$ cat src/rtl/prog_loader.sv
// Program loader: receives a word count and big-endian program words over a
// byte stream, writes them into the processor instruction memory, runs the
// processor for a fixed number of cycles, then streams out its registers.
//
// state | meaning
// IDLE  | wait for the word-count byte
// LOAD  | assemble four bytes of the current program word
// WRITE | one-cycle instruction memory write of the assembled word
// RUN   | processor enabled for RUN_CYCLES cycles
// DSEL  | select a register and capture its value
// DOUT  | present the captured register until the consumer accepts it
module prog_loader #(
    parameter int RUN_CYCLES = 28,
    parameter int NUM_REGS   = 8
) (
    input  logic        clock,
    input  logic        reset,
    input  logic        in_valid,
    input  logic [7:0]  in_data,
    output logic        in_ready,
    output logic [31:0] addr,
    output logic        wr,
    output logic [31:0] wdata,
    output logic        working,
    output logic [3:0]  rID,
    input  logic [31:0] rdata,
    output logic        out_valid,
    output logic [31:0] out_data,
    input  logic        out_ready,
    output logic        done
);

    typedef enum logic [2:0] {IDLE, LOAD, WRITE, RUN, DSEL, DOUT} state_t;

    // Run timer is a down-counter loaded with RUN_CYCLES-1; terminal count ends the run.
    localparam int RUN_W = (RUN_CYCLES > 1) ? $clog2(RUN_CYCLES) : 1;
    localparam logic [RUN_W-1:0] RUN_LOAD = RUN_W'(RUN_CYCLES - 1);
    localparam logic [3:0] LAST_REG = 4'(NUM_REGS - 1);

    state_t           state_q, state_d;
    logic [7:0]       cnt_q, cnt_d;
    logic [7:0]       widx_q, widx_d;
    logic [1:0]       bcnt_q, bcnt_d;
    logic [31:0]      word_q, word_d;
    logic [31:0]      addr_q, addr_d;
    logic [31:0]      wdata_q, wdata_d;
    logic [RUN_W-1:0] run_q, run_d;
    logic [3:0]       ridx_q, ridx_d;
    logic [31:0]      out_data_q, out_data_d;
    logic             done_q, done_d;

    // State and datapath registers, all cleared asynchronously by reset.
    always_ff @(posedge clock or posedge reset) begin
        if (reset) begin
            state_q    <= IDLE;
            cnt_q      <= '0;
            widx_q     <= '0;
            bcnt_q     <= '0;
            word_q     <= '0;
            addr_q     <= '0;
            wdata_q    <= '0;
            run_q      <= '0;
            ridx_q     <= '0;
            out_data_q <= '0;
            done_q     <= 1'b0;
        end else begin
            state_q    <= state_d;
            cnt_q      <= cnt_d;
            widx_q     <= widx_d;
            bcnt_q     <= bcnt_d;
            word_q     <= word_d;
            addr_q     <= addr_d;
            wdata_q    <= wdata_d;
            run_q      <= run_d;
            ridx_q     <= ridx_d;
            out_data_q <= out_data_d;
            done_q     <= done_d;
        end
    end

    // Next-state and datapath update; only IDLE and LOAD look at in_valid.
    always_comb begin
        state_d    = state_q;
        cnt_d      = cnt_q;
        widx_d     = widx_q;
        bcnt_d     = bcnt_q;
        word_d     = word_q;
        addr_d     = addr_q;
        wdata_d    = wdata_q;
        run_d      = run_q;
        ridx_d     = ridx_q;
        out_data_d = out_data_q;
        done_d     = 1'b0;
        case (state_q)
            IDLE: begin
                if (in_valid) begin
                    cnt_d  = in_data;
                    widx_d = '0;
                    bcnt_d = '0;
                    if (in_data == 8'd0) begin
                        run_d   = RUN_LOAD;
                        state_d = RUN;
                    end else begin
                        state_d = LOAD;
                    end
                end
            end
            LOAD: begin
                if (in_valid) begin
                    word_d = {word_q[23:0], in_data};
                    bcnt_d = bcnt_q + 2'd1;
                    if (bcnt_q == 2'd3) begin
                        addr_d  = {24'd0, widx_q};
                        wdata_d = {word_q[23:0], in_data};
                        state_d = WRITE;
                    end
                end
            end
            WRITE: begin
                if (widx_q == cnt_q - 8'd1) begin
                    run_d   = RUN_LOAD;
                    state_d = RUN;
                end else begin
                    widx_d  = widx_q + 8'd1;
                    state_d = LOAD;
                end
            end
            RUN: begin
                if (run_q == '0) begin
                    ridx_d  = '0;
                    state_d = DSEL;
                end else begin
                    run_d = run_q - 1'b1;
                end
            end
            DSEL: begin
                out_data_d = rdata;
                state_d    = DOUT;
            end
            DOUT: begin
                if (out_ready) begin
                    if (ridx_q == LAST_REG) begin
                        done_d  = 1'b1;
                        state_d = IDLE;
                    end else begin
                        ridx_d  = ridx_q + 4'd1;
                        state_d = DSEL;
                    end
                end
            end
            default: state_d = IDLE;
        endcase
    end

    // Outputs decoded from state; in_ready is also gated by reset itself.
    always_comb begin
        in_ready  = !reset && (state_q == IDLE || state_q == LOAD);
        wr        = (state_q == WRITE);
        working   = (state_q == RUN);
        out_valid = (state_q == DOUT);
        rID       = (state_q == DSEL || state_q == DOUT) ? ridx_q : 4'hF;
    end

    assign addr     = addr_q;
    assign wdata    = wdata_q;
    assign out_data = out_data_q;
    assign done     = done_q;

endmodule

$ cat config.mk
export PLATFORM = sky130hd
export DESIGN_NAME = prog_loader
export DESIGN_NICKNAME = d
export VERILOG_FILES = /design/src/rtl/prog_loader.sv
export SDC_FILE = /design/constraint.sdc
export NUM_CORES = 1
export LEC_CHECK = 0
export ABC_AREA = 1
export CAP_MARGIN = 20
export CORE_AREA = 3 3 111 113
export CTS_CLUSTER_SIZE = 28
export DETAILED_ROUTE_END_ITERATION = 12
export DIE_AREA = 0 0 114 116
export PLACE_DENSITY = 0.81
export SLEW_MARGIN = 15
export SYNTH_ARGS = -nofsm -noshare
export SYNTH_HDL_FRONTEND = slang
export SYNTH_SLANG_ARGS = --single-unit
$ cat constraint.sdc
create_clock -name clock -period 7.2 [get_ports clock]
set_input_delay 1.44 -clock clock [delete_from_list [all_inputs] [get_ports clock]]
set_output_delay 1.44 -clock clock [all_outputs]
set_load 0.1 [all_outputs]
## Word-level counts from Yosys, hierarchy flattened

Cells that the tools add are included.

| cells by class | value |
|---|---|
| add/sub/neg operators | 5 |
| equality and inequality tests | 18 |
| multiplexer cells | 28 |
| reduce and logical (&&, ||, !) cells | 19 |

Operator list:

| kind | count |
|---|---|
| $mux W5 | 4 |
| $mux W3 | 6 |
| $pmux W3 S6 | 1 |
| $mux W4 | 4 |
| $mux W8 | 2 |
| $pmux W8 S2 | 1 |
| $pmux W5 S3 | 1 |
| $ne A2 B2 Y1 const B | 7 |
| $reduce_and A5 Y1 | 2 |
| $reduce_and A3 Y1 | 3 |
| $add A8 B1 Y8 const B | 1 |
| $eq A8 B8 Y1 | 1 |
| $logic_not A8 Y1 | 1 |
| $mux W2 | 4 |
| $pmux W4 S2 | 1 |
| $sub A8 B1 Y8 const B | 1 |
| $eq A3 B2 Y1 const B | 2 |
| $eq A3 B3 Y1 const B | 2 |
| $ne A2 B1 Y1 const B | 3 |
| $reduce_bool A2 Y1 | 3 |
| $logic_not A5 Y1 | 1 |
| $sub A5 B1 Y5 const B | 1 |
| $add A4 B1 Y4 const B | 1 |
| $eq A4 B3 Y1 const B | 1 |
| 12 further kinds | 16 |

| word-level totals | value |
|---|---|
| register bits | 127 |
| input port bits | 44 |
| logic and storage cells | 81 |

## Longest topological paths before layout

| depth | value |
|---|---|
| word-level depth | 4 |
| depth in mapped cells | 16 |

## Worst setup path after synthesis

OpenSTA, ideal clock, no wires.

| timing | value |
|---|---|
| kind | input port to output port |
| start point | input port reset |
| end point | output port in_ready |
| arrival time | 3.467 ns |
| data required time | 5.760 ns |
| slack | 2.293 ns |
| stages on the path | 1 |
| path buffers | 0 |
| cells stage by stage | nor3_1 |

| on the way | value |
|---|---|
| longest elaborated chain between the ends | 2 |

Ends and longest elaborated chain:

| element | RTL line | RTL |
|---|---|---|
| start, declared | 17 | `input logic reset,` |
| $logic_not A1 Y1 | 157 | `in_ready = !reset && (state_q == IDLE \|\| state_q == LOAD);` |
| $logic_and A1 B1 Y1 | 157 |  |
| end, declared | 20 | `output logic in_ready,` |

Every way passes these cells.

## Worst setup path after layout

Ends and elaborated chain as after synthesis.

==> run_results.csv <==
group,metric,value,unit
run_status,status,"complete, no violations",
layout,fill_cells,888,
clock_network,clock-root-buffer,"clkbuf_16",
clock_network,clock_latency,0.41,ns
clock_network,cts_hold_buf,0,
synthesis,synthTopCellsByArea,"dfrtp_1, nand2_1, o21ai_0",
sta,rsz0062_at_grt,"false",
sta,final-max-slew-violation-count,0,
setup_path,worstSetupStartpointType,"input pin",
setup_path,reg2reg_depth,5,
sta,fmax,211,MHz
clock_network,path_clk_slew,0.05,ns
setup_path,worstReg2RegStart,"state_q[1]$_DFFE_PP0P_",
setup_path,rrSetupSlack,4.51,ns
synthesis,synth.most_common_cell,"nand2_1",
clock_network,cts_tree,"yes",
synthesis,synth_edf_count,0,
floorplan,initial_core_util,50.0,%
synthesis,synth_cell_type_count,28,
clock_network,cts.path.max_buffers,2,
setup_path,cp.required,5.76,ns
min_path,min_delay_worst_endpoint,"wdata[4]$_DFFE_PP0P_",
placement,numPortBuffers,124,
sta,setup_violations,0,
detailed_routing,drtIter0Drc,378,
floorplan,core,0.0114,mm^2
clock_network,cts_setup_buffers,0,
detailed_routing,drt_wl_total,13.6,mm
synthesis,yosysWarnings,0,
grt,track_usage,21.7,%
synthesis,yosys.area.top_type_share,55.6,%
clock_network,clock-sinks,127,
synthesis,yosysTopAreaCell,"dfrtp_1",
clock_network,htree_levels,4,
synthesis,async_reset_ff_share,100,%
sta,finalCritPeriodShare,66.0,%
flow_run,timing.max_cap.violations,0,
clock_network,cts_buffers,17,
grt,overflow,0,
sta,fin_crit,4.75,ns
detailed_routing,wl_per_cell,14.2,um
sta,finalHoldViolations,0,
detailed_routing,routed_via_density,4.94,
min_path,min_from,"wdata[4]$_DFFE_PP0P_",
synthesis,synthCells,684,
grt,grt_pass1_wl,22.9,mm
setup_path,reg2reg_to,"wdata[26]$_DFFE_PP0P_",
detailed_routing,drc,0,
min_path,hold_class,"flop to flop",
synthesis,syn_area,0.00571,mm^2
setup_path,worstSetupEndpointType,"output port",
sta,final.setup.tns,0,ns
floorplan,fp-row-count,39,
layout,area_growth,33.3,%
synthesis,avgSynthCellArea,8.35,um^2
synthesis,synthFlopType,"dfrtp_1",
sta,relSlewSlack,31.6,%
placement,place.gp.congestion,0.850,
grt,antenna_found_initial,0,
sta,fin_skew,0.00891,ns
placement,hpwl,9.46,mm
grt,grt_pass1_vias,4924,
floorplan,die_h,116,um
detailed_routing,dr.pass1.iters,5,
setup_path,critPathMaxFanout,2,
layout,fin_nets,858,
layout,n_antenna_cell,0,
detailed_routing,vias,4757,
floorplan,die-area,0.0132,mm^2
clock_network,cts_resized,0,
layout,drive_above_1_share,8.05,%
setup_path,arrival,3.31,ns
synthesis,yosysSeqAreaShare,55.6,%
synthesis,netlist_top_cells_count,"nand2_1, dfrtp_1, o21ai_0, inv_1, nor2_1",
sta,tightest_slew,1.02,ns
detailed_routing,ant_nets,0,
synthesis,synth_seq_cells,127,
floorplan,ios,149,
floorplan,die_w,114,um
setup_path,worstSetupPathType,"input pin to output port",
grt,grt_start_max_net_pins,71,
min_path,hold_depth,2,
## flip-flops by register name, indices dropped and copies added (netlist names)
name and flops:
wdata 32, out_data 32, ridx_q 4, cnt_q 8
word_q 24, state_q 3, done 1, run_q 5
bcnt_q 2, addr 8, widx_q 8
## cells by family after synthesis
kind of cell,Yosys count,share of synthesized area [%]
other,1,0.0657
adders and majority gates,6,1.31
AOI/OAI and AO/OA,79,7.58
DFF,127,55.6
buffers and inverters,110,9.00
xor gates and xnor gates,9,1.38
and+or+nand+nor,352,25.0
## worst max-delay path, stage by stage
cell	delay [ns]
clkdlybuf4s50_1	0.46
nor3_1	0.22
clkdlybuf4s50_1	1.19
## worst max-delay path by stage
| stage | start | end | slack, ns | cells after the start |
|---|---|---|---|---|
| after CTS | state_q[1]$_DFFE_PP0P_ | rID[3] | 2.39 | 5 |
| after floorplan | reset | in_ready | 2.29 | 1 |
| final | reset | in_ready | 2.45 | 3 |
| after global routing | reset | in_ready | 2.41 | 3 |
| after detailed placement | reset | in_ready | 2.45 | 3 |
| after global placement | reset | in_ready | 2.48 | 3 |
## per-stage QoR
stage	util [%]	hold WS (ns)	instance area, um^2	std cells	worst slack (ns)
after global routing	66.7	0.496	7620	963	2.41
after floorplan	-	0.449	5800	707	2.29
after detailed placement	61.0	0.459	6970	931	2.45
after global placement	61.0	0.454	6970	931	2.48
after CTS	66.5	0.472	7590	962	2.39
final	66.7	0.468	7620	963	2.45
## cell type report
cell class,count,area (um^2),share of cell area [%]
flip-flops and latches,127,3180,41.7
multi-input cells,470,2110,27.7
repair buffers,127,1280,16.9
clock buffers,20,457,6.00
inverters,65,246,3.24
well taps,143,179,2.35
clock inverters,11,164,2.15
## per-layer routing
layer	share of wire, %	GRT usage [%]	up-vias
met3	8.5	6.84	27
met2	48	36.3	181
met5	0	0	-
met1	42	26.4	2224
li1	-	-	2325
met4	2.0	8.47	0
## cells in the final DEF (no fill, tap or decap), drive strengths merged, types with 5 or more instances in the layout
| master | count |
|---|---|
| nand2 | 278 |
| dfrtp | 127 |
| clkdlybuf4s50 | 124 |
| o21ai | 74 |
| inv | 65 |
| nor2 | 35 |
| conb | 24 |
| nand3 | 22 |
| clkbuf | 20 |
| nand4 | 7 |
| ha | 6 |
| nor3 | 5 |
| xor2 | 5 |
| clkinv | 5 |
Power is not shown: default switching activity piles up to over one toggle a cycle in this logic, so the estimate is an artifact.
